[config.mk]
export PLATFORM = sky130hd
export DESIGN_NAME = frame_readout_controller
export DESIGN_NICKNAME = d
export VERILOG_FILES = /design/src/rtl/afe_pkg.sv /design/src/rtl/frame_readout_controller.sv
export SDC_FILE = /design/constraint.sdc
export NUM_CORES = 1
export LEC_CHECK = 0
export CAP_MARGIN = 10
export CORE_ASPECT_RATIO = 1.75
export CORE_UTILIZATION = 35
export CTS_BUF_LIST = sky130_fd_sc_hd__clkbuf_8
export DETAILED_ROUTE_END_ITERATION = 16
export PLACE_DENSITY = 0.72
export SLEW_MARGIN = 5
export SYNTH_ARGS = -nofsm -noshare
export SYNTH_HDL_FRONTEND = slang
export SYNTH_SLANG_ARGS = --single-unit
[constraint.sdc]
create_clock -name clk -period 5.74 [get_ports clk]
set_input_delay 1.148 -clock clk [delete_from_list [all_inputs] [get_ports clk]]
set_output_delay 1.148 -clock clk [all_outputs]
set_load 0.02 [all_outputs]
[src/rtl/afe_pkg.sv]
// Shared definitions for the AFE data aggregator and its frame readout controller.
package afe_pkg;

  localparam int NUM_CH   = 128;
  localparam int DATA_W   = 16;
  localparam int IDX_W    = $clog2(NUM_CH);
  // Top bit of the readout index chooses the axis: 0 = y, 1 = x
  localparam int AXIS_BIT = IDX_W;

  typedef enum logic [2:0] {
    ST_IDLE,
    ST_AGG_RST,
    ST_TRIGGER,
    ST_WAIT_FIN,
    ST_LOAD,
    ST_SEND,
    ST_DONE
  } frame_state_t;

endpackage

[src/rtl/frame_readout_controller.sv]
// Sequences one acquisition frame: aggregator clear, AFE trigger, wait for finish,
// then streams y[0..NUM_CH-1] followed by x[0..NUM_CH-1] over a valid/ready link.
module frame_readout_controller
  import afe_pkg::*;
#(
  parameter int TIMEOUT_CYCLES = 1000000,
  parameter int AGG_RST_CYCLES = 2
) (
  input  logic              clk,
  input  logic              reset,
  input  logic              start,
  input  logic              continuous,
  output logic              agg_reset,
  output logic              afe_trigger,
  input  logic              agg_finished,
  output logic [IDX_W-1:0]  read_index_yaxis,
  output logic [IDX_W-1:0]  read_index_xaxis,
  input  logic [DATA_W-1:0] out_data_yaxis,
  input  logic [DATA_W-1:0] out_data_xaxis,
  output logic [DATA_W-1:0] m_data,
  output logic              m_valid,
  input  logic              m_ready,
  output logic              m_last,
  output logic              busy,
  output logic              timeout,
  output logic [15:0]       frame_count
);

  localparam int CNT_W = $clog2(TIMEOUT_CYCLES + 1);
  localparam int RST_W = $clog2(AGG_RST_CYCLES + 1);
  localparam logic [IDX_W:0] LAST_IDX = (IDX_W + 1)'(2 * NUM_CH - 1);

  frame_state_t     state;
  frame_state_t     state_next;
  logic [IDX_W:0]   idx;
  logic [CNT_W-1:0] wait_cnt;
  logic [RST_W-1:0] rst_cnt;
  logic             handshake;
  logic             wait_expired;
  logic             rst_done;

  assign handshake        = m_valid & m_ready;
  assign wait_expired     = (wait_cnt == CNT_W'(TIMEOUT_CYCLES - 1));
  assign rst_done         = (rst_cnt == RST_W'(AGG_RST_CYCLES - 1));
  assign read_index_yaxis = idx[IDX_W-1:0];
  assign read_index_xaxis = idx[IDX_W-1:0];

  always_ff @(posedge clk) begin
    if (reset) state <= ST_IDLE;
    else       state <= state_next;
  end

  always_comb begin
    state_next  = state;
    agg_reset   = 1'b0;
    afe_trigger = 1'b0;
    busy        = (state != ST_IDLE);
    case (state)
      ST_IDLE:     if (start) state_next = ST_AGG_RST;
      ST_AGG_RST: begin
        agg_reset = 1'b1;
        if (rst_done) state_next = ST_TRIGGER;
      end
      ST_TRIGGER: begin
        afe_trigger = 1'b1;
        state_next  = ST_WAIT_FIN;
      end
      ST_WAIT_FIN: begin
        if (agg_finished)      state_next = ST_LOAD;
        else if (wait_expired) state_next = ST_IDLE;
      end
      ST_LOAD:     state_next = ST_SEND;
      ST_SEND:     if (handshake) state_next = m_last ? ST_DONE : ST_LOAD;
      ST_DONE:     state_next = continuous ? ST_AGG_RST : ST_IDLE;
      default:     state_next = ST_IDLE;
    endcase
  end

  // Datapath: counters, axis index, output word register and status flags
  always_ff @(posedge clk) begin
    if (reset) begin
      idx         <= '0;
      wait_cnt    <= '0;
      rst_cnt     <= '0;
      m_data      <= '0;
      m_valid     <= 1'b0;
      m_last      <= 1'b0;
      timeout     <= 1'b0;
      frame_count <= '0;
    end else begin
      rst_cnt <= (state == ST_AGG_RST) ? rst_cnt + 1'b1 : '0;
      case (state)
        ST_IDLE:    if (start) timeout <= 1'b0;
        ST_TRIGGER: begin
          wait_cnt <= '0;
          idx      <= '0;
        end
        ST_WAIT_FIN: begin
          wait_cnt <= wait_cnt + 1'b1;
          if (!agg_finished && wait_expired) timeout <= 1'b1;
        end
        ST_LOAD: begin
          m_data  <= idx[AXIS_BIT] ? out_data_xaxis : out_data_yaxis;
          m_valid <= 1'b1;
          m_last  <= (idx == LAST_IDX);
        end
        ST_SEND: begin
          if (handshake) begin
            m_valid <= 1'b0;
            m_last  <= 1'b0;
            if (!m_last) idx <= idx + 1'b1;
          end
        end
        ST_DONE:    frame_count <= frame_count + 1'b1;
        default:    ;
      endcase
    end
  end

endmodule

Yosys cells after proc, flatten, opt, wreduce, memory -nomap -nowiden

Index checks and enable logic that the tools add are counted.

$add $sub $neg: 4
Eq/ne operators: 15
Multiplexer cells: 21
Bitwise gates (word level): 2
Reductions and logical operators: 13

Operators by type and width:

| kind                                           | number |
|---|---|
| case mux 20 bit (2 select lines)               | 1 |
| case mux 3 bit (7 select lines)                | 1 |
| adder 20 x 1 -> 20 bit (second input constant) | 1 |
| == test 20 bit (second input constant)         | 1 |
| adder 16 x 1 -> 16 bit (second input constant) | 1 |
| two-way mux 16 bit                             | 1 |
| two-way mux 8 bit                              | 2 |
| case mux 8 bit (2 select lines)                | 1 |
| two-way mux 3 bit                              | 5 |
| != test 2 bit (second input constant)          | 5 |
| == test 3 bit (second input constant)          | 3 |
| adder 8 x 1 -> 8 bit (second input constant)   | 1 |
| == test 8 bit (second input constant)          | 1 |
| nonzero test 2 bit                             | 4 |
| == test 3 x 2 -> 1 bit (second input constant) | 2 |
| two-way mux 1 bit                              | 6 |
| case mux 1 bit (2 select lines)                | 3 |
| AND reduction 3 bit                            | 2 |
| AND reduction 4 bit                            | 1 |
| == test 3 x 1 -> 1 bit (second input constant) | 1 |
| logical NOT 3 bit                              | 1 |
| != test 3 bit (second input constant)          | 1 |
| nonzero test 3 bit                             | 1 |
| adder 2 x 1 -> 2 bit (second input constant)   | 1 |
| other kinds (8)                                | 8 |

Register bits after elaboration: 68
Input port bits: 38
Output and inout bits: 52
Logic and storage cells: 64

Depth between registers and ports, before layout

Gate-level depths: netlist of run 1.

Word-level depth: 4
Mapped depth: 6
Gate-level depth less buffers: 6

Worst setup path after synthesis of run 1

OpenSTA, ideal clock, no wires.

Path kind: register to output
Start point: register state[0]
End point: output agg_reset
Arrival: 1.133 ns
Required time: 4.592 ns
Slack: 3.459 ns
Cell stages (with the launch flop): 5
Path buffers: 2
Cell sequence: dfxtp_1 > clkbuf_1 > buf_2 > nand2_1 > nor2_1

Longest elaborated chain between the ends: 2

Ends and longest elaborated chain:

| element                | line                           | text |
|---|---|---|
| start, declared        | frame_readout_controller.sv:33 | `frame_state_t state;` |
| start signal, assigned | frame_readout_controller.sv:50 | `else state <= state_next;` |
| == test 3 x 1 -> 1 bit | frame_readout_controller.sv:58 | `case (state)` |
| two-way mux 1 bit      | frame_readout_controller.sv:58 |  |
| end, declared          | frame_readout_controller.sv:13 | `output logic agg_reset,` |

Every way passes these cells.

Worst setup path in the final report of run 1

Same ends and word-level chain as after synthesis.

==> flow_summary.yaml, run 1 <==
critical_path:
  end_kind: "output pin"
  cpPeakStageDelay_ns: 0.96
  data_arrival_time_of_the_worst_path_ns: 2.34
  critical_path.max_fanout: 26
  regToRegStartpoint: "state[0]$_SDFFE_PP0P_"
  internal_reg_to_reg_setup_slack_ns: 3.34
  crit_type: "reg -> out"
  cpMaxStageDelayCell: "sky130_fd_sc_hd__dfxtp_1"
  timing.critical_path.required_ns: 4.59
  worstPathCellList: "nand2_1 -> nor2_1 -> clkdlybuf4s50_1"
  timing.critical_path.from_type: "flip-flop"
  rr_endpoint: "wait_cnt[13]$_SDFFE_PP0P_"
  worst-r2r-cell-count: 4
power:
  cellInternalPower_mw: 0.745
  switching_power_mw: 0.306
  peakVddDrop_mv: 0.200
  power.density_cell_area_mw_per_mm2: 230
  portion_of_total_power_attributed_to_combinational_logic_pct: 16.1
  power.clock.fraction_pct: 34.4
  power.static_leakage_nw: 1.46
  sw_frac_of_total_pct: 29.1
  sequentialPowerShare_pct: 49.5
synth:
  synth_enable_flop_cells: 0
  synth_area_leader_cell: "sky130_fd_sc_hd__dfxtp_1"
  synthSimpleGateAreaFrac_pct: 28.5
  syn_area_per_cell_um2: 8.51
  synthesis.instances: 415
  synth_top_family_by_area: "simple AND/OR/NAND/NOR gates"
  post_synth_fa_ha_maj_area_fraction_pct: 1.42
  synth_largest_type_area_fraction_pct: 38.6
  post_synth_mux_area_share_pct: 6.56
  synth-seq-area-share_pct: 38.6
  synth-warning-count: 0
  synth.distinct_cells: 56
  synth_area_mm2: 0.00353
  yosys.area_share.xor_xnor_pct: 3.97
  mappedNetlistNets: 457
  ys_ff_latch: 68
  synth_top_flop_cell: "sky130_fd_sc_hd__dfxtp_1"
  synth.area.top_cells: "sky130_fd_sc_hd__dfxtp_1 39%, sky130_fd_sc_hd__mux2i_1 6.2%, sky130_fd_sc_hd__nor2_1 5.0%, sky130_fd_sc_hd__a211oi_1 3.6%, sky130_fd_sc_hd__a21oi_1 3.5%"
  synth_area_in_compound_gates_pct: 14.1
  async_reset_ff_share_pct: 0
clock_tree:
  clock_latency_ns: 0.36
  clockBufferDepth: 2
  tritoncts: "done"
  cts.repair.resized: 0
  post-cts-setup-buffers: 0
  cts_htree_levels: 3
  cts.sink_count: 68
  cts_inserted_buffers: 9
  worst_setup_hold_path_clk_slew_ns: 0.07
  root_buffer_selected_by_cts: "sky130_fd_sc_hd__clkbuf_8"
  post_cts_hold_buffer_count: 0
layout:
  insertedDiodeCount: 0
  final_layout_size_suffix_gt1_share_pct: 7.04
  finalInstanceArea_mm2: 0.00456
  layout_cells_excl_fill: 608
  final_net_count: 521
  layout-area-overhead-vs-synth_pct: 29.1
  layout.cells.most_common_list: "88 x sky130_fd_sc_hd__clkdlybuf4s50_1, 68 x sky130_fd_sc_hd__dfxtp_1, 47 x sky130_fd_sc_hd__nor2_1"
  final_common_cell: "sky130_fd_sc_hd__clkdlybuf4s50_1"
place:
  dp_worst_setup_slack_ns: 2.66
  dp_hpwl_um: 6200
  numPlacedInstances: 593
  portBuffers: 89
  globalplace.congestion: 0.785
  dpl-instance-area_mm2: 0.00438
global_route:
  first_pass_grt_wire_length_um: 14400
  first_global_vias: 3081
  globalRoute.totalOverflow: 0
  grt.total_usage_pct: 17.4
  grt_start_max_net_pins: 62
  grt_antenna_before_repair: 0
route:
  initial_drc_count: 146
  drc_errors: 0
  antenna_violating_nets_post_route: 0
  detailedRoute.firstPassIterationCount: 4
  detail_route.vias_per_cell: 5.31
  routed_wirelength_um: 8670
  routedWlPerCell_um: 14.3
  num_vias: 3230
floorplanning:
  die_height_um: 135
  floorplan.core_area_mm2: 0.00985
  top_level_ports: 90
  start_util_pct: 35.8
  die_outline_area_mm2: 0.0105
  fp.dieW_um: 77.9
  rows: 48
sta:
  timing_hold_violations_final: 0
  slew-limit-headroom_pct: 31.4
  setup_total_negative_slack_ns: 0
  finalWorstPathRequiredPeriod_ns: 3.49
  timing.final.max_slew_violations: 0
  tightestPinTransition_ns: 1.03
  unrepaired_setup_endpoints_after_global_routing: "false"
  setup_viol: 0
  finalCritPeriodShare_pct: 60.8
  fin_ws_ns: 2.25
  max_freq_mhz: 287
  fin_skew_ns: 0.0118
worst_hold_path:
  timing.hold.worst.start: "rst_cnt[0]$_SDFF_PP0_"
  min_delay_worst_endpoint: "rst_cnt[0]$_SDFF_PP0_"
  worstHoldPathCells: 1
  worstHoldPathType: "reg -> reg"
flow_run:
  drv_cap: 0
status:
  status: "completed"
==> flip-flops by register name, indices dropped and copies added, names as in the netlist <==
register / cells
frame_count: 16
timeout: 1
rst_cnt: 2
m_valid: 1
m_data: 16
wait_cnt: 20
m_last: 1
state: 3
idx: 8
==> metrics by stage <==
stage | hold WS, ns | power, mW | util [%]
floorplan | 0.407 | 0.630 | -
global placement | 0.417 | 0.695 | 44.5
detailed placement | 0.435 | 0.699 | 44.5
CTS | 0.446 | 1.06 | 46.3
global route | 0.468 | 1.10 | 46.3
finish | 0.440 | 1.05 | 46.3
==> synthesized netlist by cell type (4+ instances only) <==
master                     number
sky130_fd_sc_hd__nand3_1       20
sky130_fd_sc_hd__and2_1         4
sky130_fd_sc_hd__clkbuf_1      15
sky130_fd_sc_hd__and4_1         4
sky130_fd_sc_hd__nand2_1       31
sky130_fd_sc_hd__mux2i_1       22
sky130_fd_sc_hd__dfxtp_1       68
sky130_fd_sc_hd__nor4_1         5
sky130_fd_sc_hd__buf_4         16
sky130_fd_sc_hd__xnor2_1        7
sky130_fd_sc_hd__a211oi_1      17
sky130_fd_sc_hd__and3_1         6
sky130_fd_sc_hd__ha_1           4
sky130_fd_sc_hd__a31oi_1        4
sky130_fd_sc_hd__a21oi_1       25
sky130_fd_sc_hd__or3_1          6
sky130_fd_sc_hd__or4_1         12
sky130_fd_sc_hd__o21ai_0        9
sky130_fd_sc_hd__nor2_1        47
sky130_fd_sc_hd__nand4_1       13
sky130_fd_sc_hd__nor3_1         5
sky130_fd_sc_hd__buf_2          6
sky130_fd_sc_hd__nand2b_1       5
sky130_fd_sc_hd__inv_1          9
sky130_fd_sc_hd__xor2_1         9
sky130_fd_sc_hd__o31ai_1        9
==> layout make-up <==
type	count	area, um^2
multi-input cells	300	1930
well taps	125	156
clock buffers	11	151
repair buffers	91	901
fillers	990	5290
flip-flops and latches	68	1360
inverters	9	33.8
clock inverters	4	25.0
==> power by group through the flow <==
stage	Sequential, mW	Combinational (mW)	Clock [mW]
global route	0.524	0.186	0.388
detailed placement	0.530	0.169	0
floorplan	0.506	0.124	0
global placement	0.528	0.167	0
finish	0.520	0.169	0.362
CTS	0.519	0.170	0.367
==> worst max-delay path: cells and delay by family (launching register included) <==
kind / cells / cell delay (ns)
AND/OR/NAND/NOR: 2 / 0.41
flip-flops: 1 / 0.96
buffers and inverters: 1 / 0.62
==> worst max-delay path by stage <==
stage,start,to,cells past startpoint
6_report,state[0]$_SDFFE_PP0P_,agg_reset,3
5_1_grt,state[0]$_SDFFE_PP0P_,agg_reset,3
4_1_cts,state[0]$_SDFFE_PP0P_,agg_reset,3
3_5_place_dp,state[0]$_SDFFE_PP0P_,agg_reset,3
3_3_place_gp,state[0]$_SDFFE_PP0P_,agg_reset,3
2_1_floorplan,state[0]$_SDFFE_PP0P_,agg_reset,4
==> per-layer routing <==
layer | part of all wire (%) | vias to the layer above | global-route usage (%)
met2 | 52 | 75 | 30.9
met4 | 2.7 | 0 | 8.74
met1 | 41 | 1509 | 19.1
met5 | 0 | - | 0
li1 | - | 1630 | -
met3 | 4.4 | 16 | 4.05
==> cell families (layout without fill, tap and decap cells) <==
family          after synthesis  after routing
simple gates                181            181
compound gates               76             76
flops                        68             68
buf+inv                      47            115
mux                          23             23
xor+xnor                     16             16
fa+ha+maj                     4              4
Power figures use the tool's default switching activity.
==> inputs of run 2 (changes only) <==
- clock period: 5.74 -> 3.3 ns (I/O delays scaled with it)
==> flow_summary.yaml, run 2 (synthesized netlist as in run 1, its figures left out) <==
status:
  status: "completed"
critical_path:
  worst-r2r-cell-count: 5
  worstPathCellList: "nor3b_2 -> clkdlybuf4s50_1"
  timing.critical_path.from_type: "flip-flop"
  rr_endpoint: "wait_cnt[13]$_SDFFE_PP0P_"
  end_kind: "output pin"
  data_arrival_time_of_the_worst_path_ns: 2.02
  regToRegStartpoint: "state[0]$_SDFFE_PP0P_"
  crit_type: "reg -> out"
  timing.critical_path.required_ns: 2.64
  cpMaxStageDelayCell: "sky130_fd_sc_hd__clkdlybuf4s50_1"
  worst_path_dominant_cell_family: "buffers and inverters"
  internal_reg_to_reg_setup_slack_ns: 1.13
  critPathBufInv: 1
  critical_path.max_fanout: 21
  cpPeakStageDelay_ns: 0.70
clock_tree:
  root_buffer_selected_by_cts: "sky130_fd_sc_hd__clkbuf_8"
  cts_inserted_buffers: 9
  worst_setup_hold_path_clk_slew_ns: 0.07
  post-cts-setup-buffers: 0
  cts_htree_levels: 3
  tritoncts: "done"
  cts.repair.resized: 0
  cts.sink_count: 68
  post_cts_hold_buffer_count: 0
  clock_latency_ns: 0.34
  clockBufferDepth: 2
sta:
  timing.final.max_slew_violations: 0
  fin_skew_ns: 0.00818
  tightestPinTransition_ns: 0.998
  setup_viol: 0
  timing_hold_violations_final: 0
  unrepaired_setup_endpoints_after_global_routing: "false"
  finalCritPeriodShare_pct: 81.1
  fin_ws_ns: 0.625
  max_freq_mhz: 374
  slew-limit-headroom_pct: 33.4
  setup_total_negative_slack_ns: 0
  finalWorstPathRequiredPeriod_ns: 2.68
layout:
  area.sequential_mm2: 0.00136
  layout_cells_excl_fill: 609
  final_common_cell: "sky130_fd_sc_hd__clkdlybuf4s50_1"
  multiInputGateArea_mm2: 0.00193
  final_layout_size_suffix_gt1_share_pct: 7.02
  layout.cells.most_common_list: "88 x sky130_fd_sc_hd__clkdlybuf4s50_1, 68 x sky130_fd_sc_hd__dfxtp_1, 47 x sky130_fd_sc_hd__nor2_1"
  finalInstanceArea_mm2: 0.00459
  register_bank_with_the_most_flops: "wait_cnt"
  largest_register_ff_count: 20
  insertedDiodeCount: 0
  top_regs: "wait_cnt: 20 flops, frame_count: 16 flops, m_data: 16 flops"
  final.fill_count: 981
  final_net_count: 523
  final_core_utilization_pct: 46.6
  layout-area-overhead-vs-synth_pct: 29.9
place:
  dp_hpwl_um: 6420
  portBuffers: 89
  numPlacedInstances: 595
  dpl-instance-area_mm2: 0.00440
  dp_worst_setup_slack_ns: 0.959
  globalplace.congestion: 0.795
floorplanning:
  die_outline_area_mm2: 0.0105
  top_level_ports: 90
  floorplan.core_area_mm2: 0.00985
  die_height_um: 135
  rows: 48
  start_util_pct: 35.8
  fp.dieW_um: 77.9
flow_run:
  drv_cap: 0
route:
  detailedRoute.firstPassIterationCount: 5
  num_vias: 3285
  antenna_violating_nets_post_route: 0
  detail_route.vias_per_cell: 5.39
  routedWlPerCell_um: 14.1
  drc_errors: 0
  initial_drc_count: 160
  routed_wirelength_um: 8610
power:
  portion_of_total_power_attributed_to_combinational_logic_pct: 17.8
  sw_frac_of_total_pct: 26.9
  switching_power_mw: 0.506
  power.clock.fraction_pct: 35.7
  power.static_leakage_nw: 1.48
  sequentialPowerShare_pct: 46.5
  cellInternalPower_mw: 1.38
  power.density_cell_area_mw_per_mm2: 410
  peakVddDrop_mv: 0.259
global_route:
  grt.total_usage_pct: 17.1
  grt_antenna_before_repair: 0
  globalRoute.totalOverflow: 0
  first_pass_grt_wire_length_um: 14200
  grt_start_max_net_pins: 43
  first_global_vias: 3060
worst_hold_path:
  min_delay_worst_endpoint: "rst_cnt[0]$_SDFF_PP0_"
  timing.hold.worst.start: "rst_cnt[0]$_SDFF_PP0_"
  worstHoldPathCells: 1
  worstHoldPathType: "reg -> reg"
run 2: cell types whose count changed in the layout (fill, tap and decap cells not counted), sizes merged:
cell and delta:
clkinv -1, clkinvlp -2, bufinv +1, buf +2
inv +1
run 2: cell type report:
cell class	instances	share of cell area, %
clock buffers	11	3.30
well taps	125	3.41
clock inverters	3	0.845
repair buffers	93	20.0
inverters	9	0.736
flip-flops and latches	68	29.7
multi-input cells	300	42.1
run 2: how the worst max path moves through the flow:
stage                                      endpoint  slack (ns)                startpoint  cells past startpoint
after floorplan           wait_cnt[18]$_SDFFE_PP0P_        1.41  wait_cnt[0]$_SDFFE_PP0P_                      5
after CTS                               afe_trigger        0.58     state[2]$_SDFFE_PP0P_                      2
after global placement                  afe_trigger         1.0     state[2]$_SDFFE_PP0P_                      2
after global routing                    afe_trigger        0.43     state[2]$_SDFFE_PP0P_                      2
final                                   afe_trigger        0.62     state[2]$_SDFFE_PP0P_                      2
after detailed placement                afe_trigger        0.96     state[2]$_SDFFE_PP0P_                      2
run 2: per-layer routing:
layer,vias up,global-route usage [%],wire length (um)
met3,21,3.18,290
met2,67,31.3,4670
li1,1631,-,-
met4,0,11.5,273
met1,1566,17.3,3370
met5,-,0,0
run 2: worst register-to-register path: stages (launching register included):
cell and delay [ns]:
sky130_fd_sc_hd__dfxtp_1 0.64, sky130_fd_sc_hd__buf_4 0.30, sky130_fd_sc_hd__nand3b_1 0.25, sky130_fd_sc_hd__nor2_1 0.14
sky130_fd_sc_hd__or4b_2 0.58, sky130_fd_sc_hd__a31oi_1 0.18
run 2: power groups by stage:
stage                     Combinational [mW]  Clock (mW)  Sequential (mW)
after floorplan                        0.217           0            0.880
after global placement                 0.329           0            0.892
after detailed placement               0.333           0            0.894
after CTS                              0.335       0.686            0.875
after global routing                   0.364       0.722            0.879
final                                  0.334       0.671            0.875
run 2: through the flow:
step	total power [mW]	hold WS, ns
2_1_floorplan	1.10	0.407
3_3_place_gp	1.22	0.416
3_5_place_dp	1.23	0.425
4_1_cts	1.90	0.435
5_1_grt	1.97	0.445
6_report	1.88	0.433
